$ cat src/rtl/mux16_arbiter_pkg.sv
// Shared definitions for the 16-way round-robin datapath arbiter:
// requester count, select width, FSM state type and a one-hot helper.
package mux16_arbiter_pkg;

    localparam int N_REQ = 16;
    localparam int SEL_W = 4;

    typedef enum logic {
        IDLE  = 1'b0,
        GRANT = 1'b1
    } state_t;

    // Expand a binary owner index into the matching one-hot grant vector.
    function automatic logic [N_REQ-1:0] onehot_of(input logic [SEL_W-1:0] idx);
        logic [N_REQ-1:0] base;
        base = {{(N_REQ-1){1'b0}}, 1'b1};
        return base << idx;
    endfunction

endpackage

$ cat src/rtl/rr_pick16.sv
// Combinational rotate-priority pick: starting at ptr and moving upwards
// (15 wraps to 0), report whether any request is set and the index of the
// first one found.
module rr_pick16
    import mux16_arbiter_pkg::*;
(
    input  logic [N_REQ-1:0] req,
    input  logic [SEL_W-1:0] ptr,
    output logic             found,
    output logic [SEL_W-1:0] idx
);

    // Requests rotated so that bit 0 is the requester at ptr.
    logic [N_REQ-1:0] rot;
    logic [SEL_W-1:0] offset;

    // The 4-bit sum wraps naturally, giving the modulo-16 walk.
    generate
        for (genvar gi = 0; gi < N_REQ; gi++) begin : g_rotate
            assign rot[gi] = req[SEL_W'(gi) + ptr];
        end
    endgenerate

    // Lowest set bit of the rotated vector is the closest requester to ptr.
    always_comb begin
        found  = 1'b0;
        offset = '0;
        for (int i = N_REQ - 1; i >= 0; i--) begin
            if (rot[i]) begin
                found  = 1'b1;
                offset = SEL_W'(i);
            end
        end
    end

    assign idx = ptr + offset;

endmodule

$ cat src/rtl/mux16_arbiter.sv
// Round-robin owner arbiter for a shared 16:1 datapath. Drives a one-hot
// grant plus the binary select for the mux. Owners release with done or by
// dropping their request; next winner takes over at the same edge.
// Optional feature: define MUX16_ARBITER_TIMEOUT_EN to add a hold counter
// that forcibly rotates ownership after HOLD_MAX cycles when others wait.
module mux16_arbiter
    import mux16_arbiter_pkg::*;
#(
    parameter int HOLD_MAX = 8
) (
    input  logic             clk,
    input  logic             rst_n,
    input  logic [N_REQ-1:0] req,
    input  logic             done,
    output logic [N_REQ-1:0] gnt,
    output logic [SEL_W-1:0] sel,
    output logic             sel_valid,
    output logic             timeout
);

    // Reject out-of-range hold lengths at elaboration.
    generate
        if (HOLD_MAX < 1 || HOLD_MAX > 255) begin : g_bad_hold_max
            $error("mux16_arbiter: HOLD_MAX must be within 1..255");
        end
    endgenerate

    state_t           state_reg;
    logic [N_REQ-1:0] gnt_reg;
    logic [SEL_W-1:0] sel_reg;
    logic [SEL_W-1:0] ptr_reg;
    logic             sel_valid_reg;

    logic             found;
    logic [SEL_W-1:0] pick_idx;
    logic             nat_release;
    logic             force_release;
    logic             release_ev;
    logic             take_grant;

    rr_pick16 u_pick (
        .req   (req),
        .ptr   (ptr_reg),
        .found (found),
        .idx   (pick_idx)
    );

    // The owner lets go either explicitly (done) or by withdrawing its
    // request. Because ptr already sits one past the owner, a still-requesting
    // owner is naturally searched last and only wins if nobody else is waiting.
    assign nat_release = done | ~req[sel_reg];
    assign release_ev  = (state_reg == GRANT) & (nat_release | force_release);
    assign take_grant  = found & ((state_reg == IDLE) | release_ev);

`ifdef MUX16_ARBITER_TIMEOUT_EN
    localparam logic [7:0] HOLD_LAST = 8'(HOLD_MAX - 1);

    logic [7:0] hold_cnt_reg;
    logic       timeout_reg;
    logic       other_req;

    assign other_req     = |(req & ~gnt_reg);
    // Timeout only fires when the owner would otherwise keep the datapath.
    assign force_release = (state_reg == GRANT) & ~nat_release & other_req &
                           (hold_cnt_reg == HOLD_LAST);

    // Hold counter: restart on each new grant, saturate at the last cycle so
    // a lone owner is kept but loses out as soon as someone else asks.
    always_ff @(posedge clk or negedge rst_n) begin
        if (!rst_n) begin
            hold_cnt_reg <= '0;
        end else if (take_grant) begin
            hold_cnt_reg <= '0;
        end else if (state_reg == GRANT && hold_cnt_reg != HOLD_LAST) begin
            hold_cnt_reg <= hold_cnt_reg + 8'd1;
        end
    end

    // One-cycle pulse marking the edge where ownership was taken away.
    always_ff @(posedge clk or negedge rst_n) begin
        if (!rst_n) begin
            timeout_reg <= 1'b0;
        end else begin
            timeout_reg <= force_release;
        end
    end

    assign timeout = timeout_reg;
`else
    assign force_release = 1'b0;
    assign timeout       = 1'b0;
`endif

    // Ownership FSM: grant/select/pointer are registered together so the
    // one-hot grant always agrees with the select. sel keeps its last value
    // when idle.
    always_ff @(posedge clk or negedge rst_n) begin
        if (!rst_n) begin
            state_reg     <= IDLE;
            gnt_reg       <= '0;
            sel_reg       <= '0;
            sel_valid_reg <= 1'b0;
            ptr_reg       <= '0;
        end else begin
            case (state_reg)
                IDLE: begin
                    if (take_grant) begin
                        state_reg     <= GRANT;
                        gnt_reg       <= onehot_of(pick_idx);
                        sel_reg       <= pick_idx;
                        sel_valid_reg <= 1'b1;
                        ptr_reg       <= pick_idx + 4'd1;
                    end
                end
                GRANT: begin
                    if (take_grant) begin
                        gnt_reg       <= onehot_of(pick_idx);
                        sel_reg       <= pick_idx;
                        sel_valid_reg <= 1'b1;
                        ptr_reg       <= pick_idx + 4'd1;
                    end else if (release_ev) begin
                        state_reg     <= IDLE;
                        gnt_reg       <= '0;
                        sel_valid_reg <= 1'b0;
                    end
                end
                default: begin
                    state_reg     <= IDLE;
                    gnt_reg       <= '0;
                    sel_valid_reg <= 1'b0;
                end
            endcase
        end
    end

    assign gnt       = gnt_reg;
    assign sel       = sel_reg;
    assign sel_valid = sel_valid_reg;

endmodule

$ cat config.mk
export PLATFORM = sky130hd
export DESIGN_NAME = mux16_arbiter
export DESIGN_NICKNAME = d
export VERILOG_FILES = /design/src/rtl/mux16_arbiter_pkg.sv /design/src/rtl/rr_pick16.sv /design/src/rtl/mux16_arbiter.sv
export SDC_FILE = /design/constraint.sdc
export NUM_CORES = 1
export LEC_CHECK = 0
export BUFFER_PORTS_ARGS = -buffer_cell sky130_fd_sc_hd__buf_4
export CORE_AREA = 5 5 80 82
export DETAILED_ROUTE_END_ITERATION = 7
export DIE_AREA = 0 0 85 87
export PLACE_DENSITY = 0.7
export SETUP_SLACK_MARGIN = 0.1
export SLEW_MARGIN = 20
export SYNTH_ARGS = -nofsm -noshare
export SYNTH_HDL_FRONTEND = slang
export SYNTH_HIERARCHICAL = 1
export SYNTH_SLANG_ARGS = --single-unit
$ cat constraint.sdc
create_clock -name clk -period 5.35 [get_ports clk]
set_input_delay 0.535 -clock clk [delete_from_list [all_inputs] [get_ports clk]]
set_output_delay 0.535 -clock clk [all_outputs]
set_load 0.005 [all_outputs]
==> run metrics, run 1 <==
status completed; area leader, netlist dfrtp_1; fin. max-slew vios 0; Yosys warnings 6; vias per inst 6.05; Clock Sinks 26; first-pass GRT wire length ~10000 um; FF-to-FF path depth 15; gr ovfl total 0; DRC marker count from the first detailed-route iteration 150; Avg Cell Area, Syn 12.0 um^2; clk buf depth 2; largest net degree at the start of global routing 27; Yosys cell types between 50 and 60; RSZ-0062 raised after global routing no; clock transition at the registers of the reported paths ~0.10 ns; Total Wirelength 6210 um; Critical Path RT ~5.5 ns; kind of end point of the critical path register; TritonCTS clock tree yes; Antenna Cells 0; Worst Tran Pin Value 0.694 ns; Max FO, Critical Path 14; Seq/Total Area, Yosys 24.2%; cells after synthesis 223; CP arrival 4.59 ns; Worst slew margin 53.7%; worst min path class input port to asynchronous set/reset pin; fin crit period about 4.4 ns; drt pass-1 iters 4; Main synth FF type dfrtp_1; Layout area overhead 15.1%; H-tree depth 1; commonest cells in the netlist dfrtp_1, inv_1, mux2i_1, ha_1, mux4_2; Final setup viols 0; worst clock skew 0.0135 ns; startpoint types register; area share of the largest cell type after synthesis roughly 24%; kind of critical path register to register; FF+latch count, synth 26; nets 295; Post-CTS Setup Inserts 0; CORE AREA 0.00568 mm^2; total CTS buffers 3; max reg flops 16; Max Cap Viol 0; post-placement cell area 0.00302 mm^2; Synth area leaders dfrtp_1, mux4_2, mux4_1; full die area ~0.0074 mm^2; post-route clock period utilization 82.6%; post-route ant nets 0; f_max approximately 0.23 GHz; DRC Markers 0; via count 2014; Post-synth ARST share 100%; vias in the first global route slightly above 2000; syn nets 259; die width roughly 85 um; endpoint of the worst register-to-register path gnt[1]$_DFFE_PN0P_; Initial Util a little under half; Placed Instances 329; most common cell in the netlist dfrtp_1; io pins 41; Setup TNS 0 ns; synthesized area 0.00269 mm^2; non-filler instance count after layout ~330; Resize count post-CTS 0; Total GRT Usage 17.0%; average routed wire per standard cell around 19 um; Fin. Hold Viols 0; GPL Wtd Cong around 0.86; FP Rows 28; root buffer cell clkbuf_8; Die Y about 87 um; layout cells sized above 1 a little over a third; FF-to-FF Start ptr_reg[0]$_DFFE_PN0P_; reg-to-reg slack, setup 0.93 ns; buffers added on ports 39; hpwl dp between 4000 and 5000 um; EDFF count, synth 0; initial antenna violation count 0; Worst-Skew Late Latency 0.27 ns; hold_buf cts 0; cell area after layout ~0.0031 mm^2
==> critical path, cell delays in order, from the launching register on <==
cell	delay [ns]
dfrtp_1	0.55
buf_4	0.31
mux4_1	0.66
mux2_2	0.33
mux2_2	0.28
o2111a_1	0.27
a22oi_1	0.17
o21ai_1	0.14
ha_1	0.23
inv_1	0.07
fa_1	0.42
inv_1	0.17
inv_1	0.09
ha_1	0.24
and3_1	0.18
a22o_2	0.22
==> worst max path at each step <==
stage | startpoint | end | slack (ns) | cells past startpoint
4_1_cts | ptr_reg[0]$_DFFE_PN0P_ | gnt[1]$_DFFE_PN0P_ | 0.97 | 16
3_5_place_dp | ptr_reg[0]$_DFFE_PN0P_ | gnt[1]$_DFFE_PN0P_ | 0.96 | 16
6_report | ptr_reg[0]$_DFFE_PN0P_ | gnt[1]$_DFFE_PN0P_ | 0.93 | 15
2_1_floorplan | ptr_reg[1]$_DFFE_PN0P_ | gnt[0]$_DFFE_PN0P_ | 1.02 | 18
3_3_place_gp | ptr_reg[0]$_DFFE_PN0P_ | gnt[1]$_DFFE_PN0P_ | 0.99 | 16
5_1_grt | ptr_reg[0]$_DFFE_PN0P_ | gnt[1]$_DFFE_PN0P_ | 0.62 | 16
==> layout by cell type, fill, tap and decap left out, types with 2 or more instances in the layout <==
master,instances
a21oi_1,7
a221oi_2,2
a32o_1,8
buf_4,43
clkbuf_8,3
dfrtp_1,26
ha_1,16
inv_1,18
mux2_2,15
mux2_4,2
mux2i_1,17
mux4_1,8
mux4_2,16
nand2_1,4
nand2b_1,3
nand3_1,8
nor2_1,5
nor2b_1,2
nor4b_2,2
o211ai_1,2
o21a_1,2
o21ai_0,2
o2bb2ai_1,7
or2_1,2
xnor2_1,9
xor2_1,4
==> kinds of logic after synthesis <==
kind of cell               after synthesis  share of synthesized area (%)
DFF                                     26                           24.2
other                                    1                          0.140
muxes                                   59                           35.4
adders and majority gates               17                           8.20
xor gates and xnor gates                13                           4.24
AOI/OAI and AO/OA                       44                           14.6
and+or+nand+nor                         33                           7.59
buffers and inverters                   30                           5.59
==> routing by layer <==
layer  track usage, %  up-vias  part of all wire, %
met5                0        -                    0
met4             5.18        0                 0.95
met3             2.18        6                  4.9
met2             30.9       61                   53
met1             21.0     1011                   41
li1                 -      936                    -
==> stage by stage <==
| stage | hold slack, ns | setup slack [ns] | utilization, % |
|---|---|---|---|
| floorplan | 0.239 | 1.02 | - |
| global placement | 0.460 | 0.993 | 53.2 |
| detailed placement | 0.460 | 0.964 | 53.2 |
| CTS | 0.157 | 0.967 | 54.5 |
| global route | 0.163 | 0.619 | 54.5 |
| finish | 0.150 | 0.929 | 54.5 |
==> final cells by class <==
type                            count  area, um^2
Fill cell                         494        2580
Timing Repair Buffer               43         323
Clock inverter                      1        30.0
Sequential cell                    26         651
Inverter                           18        67.6
Tap cell                           75        93.8
Clock buffer                        3        41.3
Multi-Input combinational cell    167        1890
Power of run 1 is not shown: default switching activity piles up to over one toggle a cycle in this logic, so the estimate is an artifact.
==> run 2: changes to the inputs <==
clock period = 4.15 ns   (was 5.35 ns; I/O delays follow)
==> run metrics, run 2 (same netlist as run 1, synthesis figures left out) <==
status completed; Critical-path top delay cell mux4_2; Total GRT Usage 18.3%; first-pass GRT wire length approximately 11000 um; Max Cap Viol 0; initial antenna violation count 0; Layout area overhead 25.8%; via count between 2000 and 2500; Final setup viols 0; vias per inst 6.00; hold_buf cts 0; slowest stage delay, CP 0.54 ns; fin. max-slew vios 0; layout cells sized above 1 50.7%; clock transition at the registers of the reported paths 0.09 ns; FF-to-FF Start ptr_reg[0]$_DFFE_PN0P_; hpwl dp 5000 um; root buffer cell clkbuf_8; nets 315; startpoint types register; H-tree depth 1; io pins 41; post-route ant nets 0; Total Wirelength 6730 um; reg-to-reg slack, setup ~0.25 ns; largest net degree at the start of global routing 27; non-filler instance count after layout 353; full die area about 0.0074 mm^2; Worst Tran Pin Value 0.655 ns; CORE AREA between 0.005 and 0.006 mm^2; Worst slew margin 56.3%; worst min path class input port to asynchronous set/reset pin; RSZ-0062 raised after global routing yes; drt pass-1 iters 4; FP Rows 28; gr ovfl total 0; most used cell, CP buf_4; worst clock skew 0.0115 ns; fin crit period 3.90 ns; Clock Sinks 26; Antenna Cells 0; max reg flops 16; Placed Instances around 340; post-route clock period utilization 93.9%; Initial Util between 40% and 50%; highest-count cells in the layout ignoring fill and taps buf_4, dfrtp_1, mux4_2; f_max 0.257 GHz; CP arrival around 4.1 ns; total CTS buffers 3; commonest non-fill, non-tap cell in the layout buf_4; Worst-Skew Late Latency 0.28 ns; kind of end point of the critical path register; Fin. Hold Viols 0; CP cell instances buf_8, mux4_2, mux4_2, buf_4, o211ai_1, a21oi_1, o21ai_2, ha_2, inv_1, fa_1, xnor2_2, buf_4, buf_4, nor2_1, a32o_1; GPL Wtd Cong 0.971; DRC marker count from the first detailed-route iteration 244; Max FO, Critical Path 11; buffers added on ports 39; Die Y 87 um; Setup TNS 0 ns; kind of critical path register to register; crit path from ptr_reg[0]$_DFFE_PN0P_; vias in the first global route 2178; Critical Path RT 4.33 ns; DRC Markers 0; die width between 80 and 90 um; clk buf depth 2; average routed wire per standard cell 19.1 um; TritonCTS clock tree yes
[run 2: metrics by stage]
stage	area (um^2)	worst slack (ns)	hold WS [ns]	util [%]
after floorplan	2690	0.114	0.119	-
after global placement	3070	0.0796	0.337	54.1
after detailed placement	3070	0.0249	0.343	54.1
after CTS	3160	0.114	0.0395	55.8
after global routing	3380	0.0391	0.0504	59.5
final	3380	0.253	0.0247	59.5
[run 2: worst paths after layout]
path / endpoint / cells after the start
max: gnt[2]$_DFFE_PN0P_ / 15
min: sel_valid$_DFFE_PN0P_ / 1
max reg2reg: gnt[2]$_DFFE_PN0P_ / 15
min reg2reg: gnt[4]$_DFFE_PN0P_ / 1
max in group asynchronous: ptr_reg[0]$_DFFE_PN0P_ / 1
min in group clk: gnt[4]$_DFFE_PN0P_ / 1
[run 2: layer usage]
metal | wire (um) | GRT usage (%)
met2 | 3590 | 31.7
met3 | 241 | 1.80
met4 | 72 | 5.04
met1 | 2820 | 24.5
met5 | 0 | 0
[run 2: final cells by class]
cell class	instances	area [um^2]
fillers	489	2300
repair buffers	63	489
clock buffers	3	41.3
well taps	75	93.8
inverters	18	67.6
multi-input cells	167	2010
clock inverters	1	30.0
flip-flops and latches	26	651
[run 2: critical path: cells and delay by family, from the launching register on]
kind,cells,cell delay (ns)
XOR/XNOR,1,0.31
adder cells (fa/ha/maj),2,0.60
AO/OA/AOI/OAI,4,0.70
flip-flops,1,0.42
AND/OR/NAND/NOR,1,0.06
multiplexers,2,1.05
buffers and inverters,5,0.67
[run 2: what timing repair did]
item	in CTS	in global routing
resized for setup	4	40
buffers inserted	0	12
endpoints found under the setup margin	9	20
cloned	0	1
pin swaps	0	5
Power of run 2 is left out for the same reason.
==> run 3: changes to the inputs <==
CORE_AREA = 5 5 84 86   (was 5 5 80 82)
DIE_AREA = 0 0 89 91   (was 0 0 85 87)
PLACE_DENSITY = not set   (was 0.7)
==> run metrics, run 3 (same netlist as run 1, synthesis figures left out) <==
Critical Path RT 4.32 ns; io pins 41; f_max 0.256 GHz; first-pass GRT wire length 10800 um; Crit path buffers/inverters 4; slowest stage delay, CP 0.58 ns; clock transition at the registers of the reported paths around 0.10 ns; Die Y 91 um; layout cells sized above 1 about 48%; Worst-Skew Late Latency 0.27 ns; fin. max-slew vios 0; Final setup viols 0; CORE AREA 0.00620 mm^2; hpwl dp 4950 um; Max Cap Viol 0; Critical-path top delay cell mux4_2; H-tree depth 1; Antenna Cells 0; gr ovfl total 0; clk buf depth 2; Total Wirelength about 6600 um; CP cell instances inv_1, buf_4, ha_1, xnor2_2, mux4_2, buf_4, nor4b_2, nand2b_1, a21oi_2, ha_1, a21oi_1, xor2_1, xnor2_2, buf_6, xnor2_1, mux2_4; vias in the first global route 2106; Setup TNS 0 ns; Worst Tran Pin Value between 0.5 and 0.6 ns; RSZ-0062 raised after global routing no; initial antenna violation count 0; Layout area overhead 23.9%; max reg flops 16; full die area around 0.0081 mm^2; post-route ant nets 0; vias per inst 5.89; startpoint types register; average routed wire per standard cell 18.7 um; drt pass-1 iters 4; total CTS buffers 3; worst clock skew roughly 0.010 ns; Initial Util 43.3%; Fin. Hold Viols 0; TritonCTS clock tree yes; nets 312; via count 2074; root buffer cell clkbuf_8; CP top delay family multiplexers; commonest non-fill, non-tap cell in the layout buf_4; status completed; Clock Sinks 26; Total GRT Usage 16.5%; kind of end point of the critical path register; post-route clock period utilization 94.0%; highest-count cells in the layout ignoring fill and taps buf_4, dfrtp_1, mux4_2; Worst slew margin 63.9%; GPL Wtd Cong between 0.8 and 0.9; worst min path class input port to asynchronous set/reset pin; kind of critical path register to register; Max FO, Critical Path 6; FP Rows 29; die width 89 um; buffers added on ports 39; DRC Markers 0; largest net degree at the start of global routing 27; fin crit period about 4 ns; CP arrival 4.07 ns; DRC marker count from the first detailed-route iteration 171; Finished Core Util 53.7%
[run 3: repair_timing]
action	CTS	global route
pin swaps	0	5
gates cloned	0	1
resized for setup	2	33
setup buffers	0	7
endpoints found under the setup margin	5	20
hold buffers	0	0
[run 3: path summary, 6_finish.rpt]
path | from | end | slack, ns | cells after the start
max in group asynchronous | rst_n | sel[0]$_DFFE_PN0P_ | 3.86 | 1
worst max register to register | ptr_reg[1]$_DFFE_PN0P_ | ptr_reg[3]$_DFFE_PN0P_ | 0.25 | 16
worst min-delay path | rst_n | gnt[11]$_DFFE_PN0P_ | 0.03 | 1
min in group clk | gnt[6]$_DFFE_PN0P_ | gnt[6]$_DFFE_PN0P_ | 0.50 | 1
worst min register to register | gnt[6]$_DFFE_PN0P_ | gnt[6]$_DFFE_PN0P_ | 0.50 | 1
worst max-delay path | ptr_reg[1]$_DFFE_PN0P_ | ptr_reg[3]$_DFFE_PN0P_ | 0.25 | 16
[run 3: stage by stage]
step                cell area (um^2)  hold slack (ns)  setup slack (ns)  std cells
floorplan                       2690            0.119             0.114        223
global placement                3090            0.346             0.122        340
detailed placement              3090            0.346            0.0888        340
CTS                             3170           0.0433             0.124        344
global route                    3330           0.0446            0.0532        352
finish                          3330           0.0271             0.248        352
[run 3: area by class of cell]
cell class / instances / area (um^2)
timing repair buffer: 60 / 472
inverter: 18 / 67.6
multi-input combinational: 167 / 1970
clock buffer: 3 / 41.3
tap: 77 / 96.3
clock inverter: 1 / 30.0
sequential: 26 / 651
fill: 538 / 2880
[run 3: metal layers]
layer  track usage [%]  share of wire (%)  vias to the layer above
met5                 0                  0                        -
met4              2.85               0.73                        0
met3              2.62                5.3                        6
met2              25.9                 49                       73
met1              24.4                 45                     1024
li1                  -                  -                      971
Power of run 3 is left out for the same reason.
